File: config.mk
export PLATFORM = sky130hd
export DESIGN_NAME = mem_access_stage
export DESIGN_NICKNAME = d
export VERILOG_FILES = /design/src/rtl/mem_access_stage.sv
export SDC_FILE = /design/constraint.sdc
export NUM_CORES = 1
export LEC_CHECK = 0
export CAP_MARGIN = 20
export CORE_AREA = 5 5 124 126
export DETAILED_ROUTE_END_ITERATION = 10
export DIE_AREA = 0 0 129 131
export GPL_TIMING_DRIVEN = 1
export HOLD_SLACK_MARGIN = 0.08
export PLACE_DENSITY = 0.75
export SETUP_SLACK_MARGIN = 0.1
export SLEW_MARGIN = 20
export SYNTH_ARGS = -nofsm -noshare
export SYNTH_HDL_FRONTEND = slang
export SYNTH_SLANG_ARGS = --single-unit
File: constraint.sdc
create_clock -name clk_i -period 3.74 [get_ports clk_i]
set_input_delay 0.374 -clock clk_i [delete_from_list [all_inputs] [get_ports clk_i]]
set_output_delay 0.374 -clock clk_i [all_outputs]
set_load 0.05 [all_outputs]
File: src/rtl/mem_access_stage.sv
// MEM-stage controller: runs a req/ack data-memory transaction for loads and
// stores, stalls the front of the pipeline meanwhile, and resolves branches.
module mem_access_stage #(
  parameter int TIMEOUT = 16
) (
  input  logic        clk_i,
  input  logic        rst_i,
  input  logic [6:0]  decoder_signals_i,
  input  logic [31:0] alu_result_i,
  input  logic [31:0] regfile_2_i,
  input  logic [4:0]  regdst_i,
  input  logic [31:0] branch_adder_i,
  input  logic        alu_zero_i,
  output logic        dmem_req_o,
  output logic        dmem_we_o,
  output logic [31:0] dmem_addr_o,
  output logic [31:0] dmem_wdata_o,
  input  logic        dmem_ack_i,
  input  logic [31:0] dmem_rdata_i,
  output logic        stall_o,
  output logic [31:0] mem_rdata_o,
  output logic [6:0]  decoder_signals_o,
  output logic [31:0] alu_result_o,
  output logic [4:0]  regdst_o,
  output logic        branch_taken_o,
  output logic [31:0] branch_target_o,
  output logic        misalign_o,
  output logic        timeout_o
);

  typedef enum logic [1:0] {IDLE, REQ, DONE} state_t;

  state_t      state_q, state_d;
  logic        req_q, req_d;
  logic        we_q, we_d;
  logic [31:0] addr_q, addr_d;
  logic [31:0] wdata_q, wdata_d;
  logic [31:0] rdata_q, rdata_d;
  logic [7:0]  cnt_q, cnt_d;
  logic        misalign_q, misalign_d;
  logic        timeout_q, timeout_d;

  logic mem_read, mem_write, branch, op;

  assign mem_read  = decoder_signals_i[0];
  assign mem_write = decoder_signals_i[1];
  assign branch    = decoder_signals_i[2];
  assign op        = mem_read | mem_write;

  always_ff @(posedge clk_i) begin
    if (!rst_i) begin
      state_q    <= IDLE;
      req_q      <= 1'b0;
      we_q       <= 1'b0;
      addr_q     <= 32'd0;
      wdata_q    <= 32'd0;
      rdata_q    <= 32'd0;
      cnt_q      <= 8'd0;
      misalign_q <= 1'b0;
      timeout_q  <= 1'b0;
    end else begin
      state_q    <= state_d;
      req_q      <= req_d;
      we_q       <= we_d;
      addr_q     <= addr_d;
      wdata_q    <= wdata_d;
      rdata_q    <= rdata_d;
      cnt_q      <= cnt_d;
      misalign_q <= misalign_d;
      timeout_q  <= timeout_d;
    end
  end

  always_comb begin
    state_d    = state_q;
    req_d      = req_q;
    we_d       = we_q;
    addr_d     = addr_q;
    wdata_d    = wdata_q;
    rdata_d    = rdata_q;
    cnt_d      = cnt_q;
    misalign_d = 1'b0;
    timeout_d  = 1'b0;
    case (state_q)
      IDLE: begin
        if (op) begin
          if (alu_result_i[1:0] != 2'b00) begin
            misalign_d = 1'b1;
            rdata_d    = 32'd0;
            state_d    = DONE;
          end else begin
            addr_d  = alu_result_i;
            wdata_d = regfile_2_i;
            we_d    = mem_write;
            req_d   = 1'b1;
            cnt_d   = 8'd0;
            state_d = REQ;
          end
        end
      end
      REQ: begin
        cnt_d = cnt_q + 8'd1;
        // An ack in the final allowed cycle still completes the access.
        if (dmem_ack_i) begin
          req_d = 1'b0;
          if (!we_q) rdata_d = dmem_rdata_i;
          state_d = DONE;
        end else if (cnt_q == 8'(TIMEOUT - 1)) begin
          req_d     = 1'b0;
          rdata_d   = 32'd0;
          timeout_d = 1'b1;
          state_d   = DONE;
        end
      end
      DONE:    state_d = IDLE;
      default: state_d = IDLE;
    endcase
  end

  assign stall_o           = ((state_q == IDLE) && op) || (state_q == REQ);
  assign dmem_req_o        = req_q;
  assign dmem_we_o         = we_q;
  assign dmem_addr_o       = addr_q;
  assign dmem_wdata_o      = wdata_q;
  assign mem_rdata_o       = rdata_q;
  assign misalign_o        = misalign_q;
  assign timeout_o         = timeout_q;
  assign decoder_signals_o = decoder_signals_i;
  assign alu_result_o      = alu_result_i;
  assign regdst_o          = regdst_i;
  assign branch_taken_o    = branch & alu_zero_i;
  assign branch_target_o   = branch_adder_i;

endmodule

==> results.md, run 1 <==
- The flow ran to the end, and the final reports show no timing, DRC or antenna violations.
- Clock-pin slew was measured on the worst setup and hold paths at 0.07 ns.
- From synthesis to final layout, the design area changed by 49.17%.
- Of all flip-flops after synthesis, the portion carrying an async set or reset was 0.
- The number of nets in the finished design is 796.
- For this run, the top clock speed supported by timing is 0.3870 GHz.
- In this run the horizontal extent of the chip is 129 um.
- After global routing the overflow that remains totals 0.
- The largest single stage delay on the critical path is 0.83 ns.
- The category of the worst setup path capture point is an output pin.
- The final critical delay including setup and external delays is 2.584 ns.
- Setup repair after global routing left no endpoint under its margin.
- The initialized floorplan defines 44 standard-cell rows.
- The reg-to-reg critical path startpoint is state_q[1].
- The count of flip-flops with a built-in enable after synthesis is 0.
- The repair_antennas step left the layout with diodes totalling 0.
- Walking the worst path, the cells encountered are clkdlybuf4s50_1 -> or2_0 -> nor2_1 -> nor2_1 -> clkdlybuf4s50_1.
- The worst supply voltage drop on vdd is 0.1874 mV.
- Before antenna repair, the detailed router went through 4 iterations.
- Counting every instance in the synthesized netlist gives 503.
- The number of hold violations in the final report is 0.
- The via count of the first global-routing pass was 3,789.
- Once the clock tree was built, the setup fixing pass inserted 0 buffers.
- With fillers left out, the area of the finished cells amounts to 6723 um^2.
- The post-CTS resize count is 0.
- The floorplan step defined a core boundary enclosing 14,200 um^2.
- The sequential cell area fraction in the yosys report is 0.4886.
- The routed length per placed instance is 16.02 um.
- The final critical-path share of the clock period is 0.6910.
- Once detailed placement completed, the half-perimeter wirelength came to 9995 um.
- The number of nets produced by synthesis is 648.
- TritonCTS built the clock tree.
- Leaving out fill and tap cells, the most frequent cell in the layout is clkdlybuf4s50_1.
- At the pin with the least slew margin, the transition time is 0.9305 ns.
- The distinct cell type count after synthesis is 39.
- The detailed router finished its first iteration with 174 violations.
- The final instance count without filler cells is 839.
- The number of antenna violations at the first check in global routing is 0.
- The power density over the cells is 416.2 nW/um^2.
- The warning count from the yosys run is 0.
- The area of the mapped netlist is 4507 um^2.
- In the layout the commonest cells are 239 x clkdlybuf4s50_1, 130 x nand2_1, 110 x dfxtp_1, 73 x a21oi_1, 30 x a22o_1.
- The largest fanout on the critical path is 5.
- Headroom to the max-slew limit came out at 0.3797.
- The path type of the worst min-delay path is reg -> reg.
- The routed design has 13,440 um of wire.
- For this design, the sink count on the clock tree is 110.
- Including well taps, the total number of placed cells is 824.
- The dominant synthesized flop cell is dfxtp_1.
- The kind of critical path is in -> out.
- The final weighted congestion of routability-driven global placement is 0.8216.
- The maximum number of pins on one net before global-route repair is 41.
- Dividing the detail-routed via count by the number of cells gives 4.753.
- Setup violations remaining at the end of the flow were counted as 0.
- After detailed placement, the total cell area comes to 6415 um^2.
- The floorplan die area is 16,900 um^2.
- STA classifies the critical path startpoint as an input port.
- No sink is reached through more buffers than the 2 on the longest clock path.
- Summed over all cells, the static leakage comes to 2.362 nW.
- The tree is rooted in a clkbuf_16.
- The flop and latch count out of synthesis is 110.
- The final routed DRC violation total is 0.
- The top-level port count is 322.
- The slowest stage cell on the critical path is clkdlybuf4s50_1.
- The first element of the critical path is decoder_signals_i[1].
- The detailed-route via count is 3,988.
- For this run, the total global-route usage over all layers was measured as 0.1490.
- The post-route total power is 2.798 mW.
- The final hold slack is 0.4539 ns.
- The worst clock skew is 0.009522 ns.
- The launch point of the worst hold path is dmem_addr_o[18].
- The die extent in y is 131 um.
- Clock latency on the worst-skew pair, taken at its later pin, is 0.35 ns.
- At the worst endpoint, the arrival time is 2.21 ns.
- The H-tree was split into 3 levels.
- In the final timing run, aggregate negative setup slack is 0 ns.
- The total of hold buffers inserted after clock tree synthesis is 0.
- Once detail routing completed, the nets flagged for antenna violations numbered 0.
- STA puts the critical path data required time at 3.37 ns.
- During placement, the flow inserted port buffers numbering 239.
- The average footprint of a synthesized cell is 8.960 um^2.
- In this run, CTS created clock tree buffers numbering 9.
- The effective utilization at floorplan is 0.3173.
- The first global-routing pass estimated 19,580 um of wire.
- The number of maximum-capacitance constraint violations is 0.
- In the final layout, the share of cells above drive strength 1 is 0.04885.
- The final max-slew violation count is 0.
-- logic make-up after synthesis --
family,count (synthesis),share of synthesized area
AND/OR/NAND/NOR,162,0.1591
AO/OA/AOI/OAI,121,0.1782
flip-flops,110,0.4886
buffers and inverters,109,0.1713
adder cells (fa/ha/maj),1,0.002776
-- Yosys cell counts, drive strengths merged (3+ instances only) --
library cell  instances  share of area
and2                  4         0.0056
or4                   6          0.011
o31ai                 4         0.0067
nor4                  3          0.011
a22o                 32          0.063
nand2               131           0.11
clkbuf               15          0.012
buf                  91           0.16
nor2                  6         0.0050
dfxtp               110           0.49
o21ai                 5         0.0081
a21oi                73          0.081
-- report_power, final --
part / leakage, nW / switching (mW) / total [mW] / internal [mW]
clock network: 0.147 / 0.458 / 0.988 / 0.530
registers: 0.892 / 0.0286 / 1.24 / 1.21
logic: 1.32 / 0.346 / 0.572 / 0.225
total: 2.36 / 0.833 / 2.80 / 1.97
-- state kept, by name (all words and copies together), names as in the netlist --
| register | flops |
|---|---|
| cnt_q | 8 |
| dmem_addr_o | 32 |
| dmem_req_o | 1 |
| dmem_wdata_o | 32 |
| dmem_we_o | 1 |
| mem_rdata_o | 32 |
| misalign_o | 1 |
| state_q | 2 |
| timeout_o | 1 |
-- final timing paths --
path	slack, ns	cells after the start	end
setup / recovery	1.16	5	stall_o
hold / removal	0.45	2	dmem_addr_o[18]
setup reg to reg	1.34	5	dmem_wdata_o[1]
hold reg to reg	0.45	2	dmem_addr_o[18]
-- final cells by class --
cell class	count	area (um^2)
Tap cell	184	230.2
Sequential cell	110	2202
Clock buffer	9	225.2
Fill cell	1386	7481
Clock inverter	6	82.58
Multi-Input combinational cell	284	1536
Timing Repair Buffer	243	2435
Inverter	3	11.26
-- metal layers --
layer,vias up,share of wire,GRT usage
met5,-,0,0
met4,0,0.032,0.07659
met3,35,0.11,0.06301
met2,198,0.47,0.2424
met1,1837,0.39,0.1673
li1,1918,-,-
-- worst max-delay path, delay by kind of cell --
family / cells / cell delay (ns)
buffers and inverters: 2 / 1.35
AND/OR/NAND/NOR: 3 / 0.48
-- through the flow --
step	utilization	setup WS (ns)
2_1_floorplan	-	2.038
3_3_place_gp	0.4516	1.188
3_5_place_dp	0.4516	1.153
4_1_cts	0.4733	1.158
5_1_grt	0.4733	1.033
6_report	0.4733	1.156
Power figures use the tool's default switching activity.
==> run 2: changes to the inputs <==
--- a/config.mk
+++ b/config.mk
@@ -6,12 +6,12 @@
 export NUM_CORES = 1
 export LEC_CHECK = 0
 export CAP_MARGIN = 20
-export CORE_AREA = 5 5 124 126
+export CORE_MARGIN = 5
+export CORE_UTILIZATION = 32
 export DETAILED_ROUTE_END_ITERATION = 10
-export DIE_AREA = 0 0 129 131
 export GPL_TIMING_DRIVEN = 1
 export HOLD_SLACK_MARGIN = 0.08
-export PLACE_DENSITY = 0.75
+export PLACE_DENSITY = 0.78
 export SETUP_SLACK_MARGIN = 0.1
 export SLEW_MARGIN = 20
 export SYNTH_ARGS = -nofsm -noshare
==> constraint.sdc (replaced) <==
create_clock -name clk_i -period 2.1 [get_ports clk_i]
set_input_delay 0.21 -clock clk_i [delete_from_list [all_inputs] [get_ports clk_i]]
set_output_delay 0.21 -clock clk_i [all_outputs]
set_load 0.05 [all_outputs]
==> results.md, run 2 (synthesized netlist as in run 1, its figures left out) <==
- The global-route wire length before repair came to 20,070 um (+2.5%).
- The share of power burned in the clock network is 0.350 (-0.003).
- The power density over the cells was 734.1 nW/um^2 (+76%).
- Setup repair after global routing left no endpoint under its margin.
- The worst clock skew was 0.01416 ns (+0.004636 ns).
- The core box area is 13,830 um^2 (-2.7%).
- The floorplan die area is 16,560 um^2 (-2.0%).
- From synthesis to final layout, the design area changed by 51.69%.
- The data required time at the worst endpoint came to 1.89 ns (-1.48 ns).
- The layout cell share with drive strength beyond 1 came to 0.09132 (+0.04246).
- Traced cell by cell, the critical path runs through clkdlybuf4s50_1.
- The actual slew at the worst max-slew pin was 0.5535 ns (-0.3770 ns).
- The final weighted congestion of routability-driven global placement is 0.8121 (-1.2%).
- The worst-case headroom to the max-slew limit came to 0.6305 (+0.2509).
- The via count of the first global-routing pass is 3,863 (+2.0%).
- The row count is 43 (-2.3%).
- The final critical delay including setup and external delays is 1.770 ns.
- The worst setup path is launched from a flop.
- The insertion delay of the later-clocked pin in the worst-skew pair came to 0.36 ns (about the same).
- The final routed DRC violation total came to 0 (unchanged).
- The number of iterations in the first detailed-routing pass was 4 (unchanged).
- The largest fanout on the critical path is 2 (-3).
- The number of cells on the worst hold path is 3 (+1).
- The global-route usage over all layers is 0.1524 (+0.003402).
- The combinational power share is 0.212 (+0.008).
- The routed length per placed instance was 15.60 um (-2.6%).
- The die extent in y is 128.7 um (-1.8%).
- The area of the multi-input gates is 1536 um^2 (unchanged).
- The worst supply voltage drop on vdd was 0.4752 mV (+150%).
- The post-CTS resize count is 0 (unchanged).
- The buffer type at the clock tree root is clkbuf_16.
- The switching component of the power is 1.564 mW (+88%).
- The number of H-tree levels came to 3 (unchanged).
- The number of hold violations in the final report is 0 (unchanged).
- The sum of buffers and inverters on the critical path came to 1 (-1).
- The leakage power is 2.464 nW (+4.3%).
- The final critical-path share of the clock period is 0.8430.
- The top-level port count is 322 (unchanged).
- The signal arrival time at the worst endpoint came to 1.56 ns (-0.65 ns).
- The number of antenna violations at the first check in global routing is 0 (unchanged).
- The number of cells traversed by the worst register-to-register path is 4 (-1).
- The final max-slew violation count is 0 (unchanged).
- The final cell utilization of the core was 0.4944 (+0.02113).
- The total of hold buffers inserted after clock tree synthesis is 0 (unchanged).
- For this design, the slowest cell found on the critical path is clkdlybuf4s50_1.
- The setup-violating endpoint count in the final report came to 0 (unchanged).
- The ratio of routed vias to standard cells is 4.657 (-2.0%).
- The total wirelength of the detailed-routed design is 13,230 um (-1.6%).
- The maximum buffer depth of the clock tree is 2 (unchanged).
- The number of port buffers was 239 (unchanged).
- The maximum number of pins on one net before global-route repair was 51 (+24%).
- TritonCTS built the clock tree.
- The startpoint identified for the worst hold timing path is regfile_2_i[5].
- The power share of the sequential group was 0.438 (-0.005).
- The number of buffers created by CTS is 9 (unchanged).
- Based on the critical path, the design can be clocked at up to 0.5649 GHz.
- The cell family contributing the most delay on the critical path is buffers and inverters.
- The number of nets in the finished design is 808 (+1.5%).
- The clock edge transition at the registers on the reported setup and hold paths is 0.08 ns (about the same).
- The worst hold path belongs to the class in -> reg.
- The cell-internal power is 3.454 mW (+76%).
- The net switching fraction of the power is 0.3117 (+0.01411).
- The first element of the critical path is dmem_we_o.
- The setup TNS after final layout is 0 ns (unchanged).
- The final antenna diode count is 0 (unchanged).
- The detailed placer's ending HPWL is 9970 um (-0.25%).
- The x dimension of the die came to 128.7 um (-0.25%).
- The total placed instance area was 6523 um^2 (+1.7%).
- The aggregate global routing overflow is 0 (unchanged).
- The remaining antenna violation count is 0 (unchanged).
- The final design area excluding fillers was 6837 um^2 (+1.7%).
- The number of DRC markers after the initial detailed-route iteration is 130 (-25%).
- The instance count on the critical path is 1 (-4).
- The reg-to-reg critical path startpoint is state_q[1].
- The run finished with clean final reports.
- The category of the worst setup path capture point is an output pin.
- The fill cell total of the finished layout is 1,316 (-5.1%).
- The final hold slack is 0.3978 ns (-0.05614 ns).
- Leaving out fill and tap cells, the most frequent cells in the layout are 223 x clkdlybuf4s50_1, 130 x nand2_1, 110 x dfxtp_1, 73 x a21oi_1, 30 x a22o_1.
- The number of maximum-capacitance constraint violations was 0 (unchanged).
- The library cell used most frequently in the layout, excluding fill and tap cells, is clkdlybuf4s50_1.
- The kind of critical path is reg -> out.
- The detailed-route via count came to 3,949 (-0.98%).
- The delay of the slowest cell on the worst path was 0.84 ns (about the same).
- The number of clock sinks is 110 (unchanged).
- The buffer count from post-CTS setup fixing was 0 (unchanged).
- The register area is 2202 um^2 (unchanged).
- The effective utilization at floorplan is 0.3259 (+0.008642).
## run 2: cell count changes in the layout (fill, tap and decap cells not counted), sizes merged
cell	previous run	this run
clkinvlp	1	0
clkdlybuf4s50	239	223
bufinv	1	0
inv	5	8
buf	4	32
## run 2: worst reg2reg max path, stage by stage (launching register included)
cell	delay, ns
dfxtp_1	0.48
buf_4	0.26
nand4b_1	0.28
or4_1	0.52
a21oi_1	0.14
## run 2: path summary, 6_finish.rpt
path | to | slack [ns]
setup / recovery | dmem_we_o | 0.33
setup reg to reg | cnt_q[7] | 0.37
hold / removal | dmem_wdata_o[5] | 0.40
hold reg to reg | dmem_wdata_o[8] | 0.45
## run 2: final cells by class
type                    count  area share
flip-flops and latches    110      0.3221
well taps                 180     0.03294
multi-input cells         284      0.2247
clock inverters             7     0.01299
inverters                   3    0.001647
clock buffers               9     0.03294
repair buffers            255      0.3726
## run 2: metal layers
metal  routed length [um]  track usage
met1                 5075       0.1674
met2                 6404       0.2616
met3                 1337      0.05895
met4                  412      0.06609
met5                    0            0
## run 2: metrics by stage
stage / std cells / worst slack, ns / total power [mW]
detailed placement: 832 / 0.07181 / 3.320
finish: 848 / 0.3296 / 5.018
CTS: 848 / 0.2791 / 5.107
global route: 848 / 0.2332 / 5.244
floorplan: 503 / 0.5293 / 3.089
global placement: 832 / 0.1310 / 3.314
## run 2: power groups by stage
stage	registers, mW	clock network (mW)	logic (mW)
2_1_floorplan	2.47	0	0.622
3_3_place_gp	2.24	0	1.07
3_5_place_dp	2.25	0	1.07
4_1_cts	2.20	1.83	1.08
5_1_grt	2.21	1.91	1.12
6_report	2.20	1.75	1.07
==> run 3: changes to the inputs <==
--- a/config.mk
+++ b/config.mk
@@ -6,12 +6,12 @@
 export NUM_CORES = 1
 export LEC_CHECK = 0
 export CAP_MARGIN = 20
-export CORE_MARGIN = 5
-export CORE_UTILIZATION = 32
+export CORE_AREA = 5 5 123 125
 export DETAILED_ROUTE_END_ITERATION = 10
+export DIE_AREA = 0 0 128 130
 export GPL_TIMING_DRIVEN = 1
 export HOLD_SLACK_MARGIN = 0.08
-export PLACE_DENSITY = 0.78
+export PLACE_DENSITY = 0.76
 export SETUP_SLACK_MARGIN = 0.1
 export SLEW_MARGIN = 20
 export SYNTH_ARGS = -nofsm -noshare
==> constraint.sdc (replaced) <==
create_clock -name clk_i -period 1.8 [get_ports clk_i]
set_input_delay 0.18 -clock clk_i [delete_from_list [all_inputs] [get_ports clk_i]]
set_output_delay 0.18 -clock clk_i [all_outputs]
set_load 0.05 [all_outputs]
==> results.md, run 3 (synthesized netlist as in run 1, its figures left out) <==
- The slowest stage cell on the critical path is or4_4.
- The final worst setup slack is 0.1219 ns (-0.2077 ns).
- The number of buffers created by CTS came to 9 (unchanged).
- The final routed DRC violation total is 0 (unchanged).
- The number of antenna violations at the first check in global routing is 0 (unchanged).
- The final critical delay including setup and external delays is 1.678 ns.
- The worst-case headroom to the max-slew limit is 0.6295 (-0.001055).
- The maximum buffer depth of the clock tree came to 2 (unchanged).
- The kind of critical path is reg -> reg.
- The worst hold path begins at branch_adder_i[5].
- The worst supply voltage drop on vdd is 0.5383 mV (+13%).
- The actual slew at the worst max-slew pin is 0.5549 ns (+0.001432 ns).
- The combinational power share is 0.216 (+0.004).
- The leakage power is 3.593 nW (+46%).
- The core box area is 13,770 um^2 (-0.39%).
- The worst clock skew came to 0.007448 ns (-0.006709 ns).
- Setup repair after global routing could not meet its margin everywhere.
- The number of nets in the finished design came to 819 (+1.4%).
- The number of maximum-capacitance constraint violations came to 0 (unchanged).
- The insertion delay of the later-clocked pin in the worst-skew pair is 0.35 ns (about the same).
- The final antenna diode count was 0 (unchanged).
- The remaining antenna violation count is 0 (unchanged).
- The number of H-tree levels is 3 (unchanged).
- The kind of launch point of the worst setup path is a flop.
- The final weighted congestion of routability-driven global placement came to 0.8714 (+7.3%).
- The number of instances in the placed design is 842 (+1.2%).
- The delay of the slowest cell on the worst path is 0.56 ns (-0.28 ns).
- The met2 track demand over resource in global routing is 0.2902 (+0.02862).
- The endpoint identified for the worst register-to-register timing path is mem_rdata_o[0].
- The ratio of routed vias to standard cells came to 4.760 (+2.2%).
- TritonCTS built the clock tree.
- The top cell types in the final layout, fill and taps aside, are 130 x nand2_1, 108 x clkdlybuf4s50_1, 107 x dfxtp_1, 73 x a21oi_1, 57 x buf_4.
- The final max-slew violation count is 0 (unchanged).
- The setup TNS after final layout is 0 ns (unchanged).
- The cell-internal power is 4.016 mW (+16%).
- The power density over the cells is 825.0 nW/um^2 (+12%).
- The number of iterations in the first detailed-routing pass is 4 (unchanged).
- The detailed-route via count is 4,089 (+3.5%).
- The most common cell after layout, fill and taps aside is nand2_1.
- The clock edge transition at the registers on the reported setup and hold paths is 0.07 ns (about the same).
- The maximum number of pins on one net before global-route repair is 41 (-20%).
- The number of cells traversed by the worst register-to-register path was 5 (+1).
- The met1 routing resource usage after global routing is 0.1717 (+0.004282).
- The final instance count without filler cells is 859 (+1.3%).
- The largest fanout on the critical path was 32 (+30).
- The share of power burned in the clock network is 0.338 (-0.012).
- The total placed instance area is 6598 um^2 (+1.2%).
- The area growth from synthesis to layout is 54.80%.
- The number of DRC markers after the initial detailed-route iteration was 183 (+41%).
- The effective utilization at floorplan came to 0.3272 (+0.001273).
- The total wirelength of the detailed-routed design is 14,220 um (+7.5%).
- In this run the critical register-to-register path is launched from cnt_q[7].
- The power share of the sequential group is 0.446 (+0.008).
- The fill cell total of the finished layout is 1,244 (-5.5%).
- The number of cells on the worst hold path is 0 (-3).
- The routed length per placed instance came to 16.55 um (+6.1%).
- The met3 usage in global routing came to 0.05117 (-0.007779).
- The minimum setup slack after placement is -0.1535 ns (-0.2253 ns).
- The buffer type at the clock tree root is clkbuf_16.
- The number of clock sinks came to 110 (unchanged).
- The via count of the first global-routing pass was 4,139 (+7.1%).
- The top-level port count is 322 (unchanged).
- The layout cell share with drive strength beyond 1 is 0.1502 (+0.05890).
- The sum of buffers and inverters on the critical path was 1 (unchanged).
- The setup-violating endpoint count in the final report is 0 (unchanged).
- The number of hold violations in the final report is 0 (unchanged).
- The hold-critical path endpoint is branch_target_o[5].
- The worst setup slack for register-to-register paths came to 0.12 ns (-0.25 ns).
- The worst hold path belongs to the class in -> out.
- The flow ran to the end, and the final reports show no timing, DRC or antenna violations.
- The global-route usage over all layers is 0.1622 (+0.009780).
- The die extent in y is 130 um (+1.0%).
- The signal arrival time at the worst endpoint is 1.92 ns (+0.36 ns).
- The global-route wire length before repair came to 21,340 um (+6.4%).
- The switching component of the power is 1.740 mW (+11%).
- The floorplan die area is 16,640 um^2 (+0.50%).
- The detailed placer's ending HPWL came to 11,000 um (+10%).
- STA classifies the critical path endpoint as a flop.
- The x dimension of the die came to 128 um (-0.52%).
- The final critical-path share of the clock period is 0.9323.
- The net switching fraction of the power was 0.3023 (-0.009378).
- The data required time at the worst endpoint is 2.04 ns (+0.15 ns).
- The critical path goes through or4_4 -> o21ai_4 -> a31oi_4 -> buf_12 -> a22o_2.
- The final cell utilization of the core was 0.5065 (+0.01211).
- The final design area excluding fillers is 6977 um^2 (+2.0%).
- The number of port buffers is 239 (unchanged).
- The maximum clock rate is 0.5959 GHz.
- The layer flagged by global routing as most heavily used is met2.
- The aggregate global routing overflow is 0 (unchanged).
- The critical path's top delay family is simple AND/OR/NAND/NOR gates.
- The row count is 43 (unchanged).
run 3: cell count changes in the layout (fill, tap and decap cells not counted), sizes merged:
cell	before	now
buf	32	68
clkbuf	9	10
clkdlybuf4s50	223	108
clkinv	2	0
clkinvlp	0	3
dlygate4sd2	0	42
dlymetal6s2s	0	48
inv	8	6
run 3: routing by layer:
metal,part of all wire,vias up,wire [um]
met5,0,-,0
met4,0.036,0,515
met3,0.094,42,1335
met2,0.51,196,7299
met1,0.36,1887,5068
li1,-,1964,-
run 3: timing repair:
item | 4_1_cts | 5_1_grt
gates resized for setup | 43 | 53
hold buffers | 0 | 0
endpoints found under the setup margin | 44 | 79
setup buffers | 0 | 1
run 3: power groups by stage:
stage | Clock [mW] | Sequential [mW] | Combinational (mW)
after global placement | 0 | 2.62 | 1.27
after CTS | 2.02 | 2.57 | 1.26
after floorplan | 0 | 2.88 | 0.726
final | 1.95 | 2.56 | 1.25
after global routing | 2.12 | 2.58 | 1.32
after detailed placement | 0 | 2.62 | 1.28
run 3: how the worst max path moves through the flow:
stage	start	to	slack [ns]	depth (start not counted)
after global placement	alu_result_i[0]	mem_rdata_o[0]	-0.11	7
after detailed placement	alu_result_i[0]	mem_rdata_o[0]	-0.15	7
after CTS	dmem_addr_o[25]	dmem_addr_o[25]	0.10	1
after floorplan	cnt_q[4]	mem_rdata_o[10]	0.23	5
final	cnt_q[7]	mem_rdata_o[0]	0.12	5
after global routing	cnt_q[0]	cnt_q[4]	0.07	4
run 3: layout make-up:
class,count,area [um^2],area share
Sequential cell,110,2206,0.3162
Timing Repair Buffer,266,2698,0.3867
Tap cell,180,225.2,0.03228
Inverter,3,11.26,0.001614
Multi-Input combinational cell,284,1544,0.2213
Clock buffer,10,239.0,0.03425
Clock inverter,6,53.80,0.007712
run 3: through the flow:
stage               power, mW  hold slack, ns
floorplan               3.604          0.3127
global placement        3.885          0.3603
detailed placement      3.903          0.3603
CTS                     5.850          0.3559
global route            6.008          0.3601
finish                  5.756          0.3600
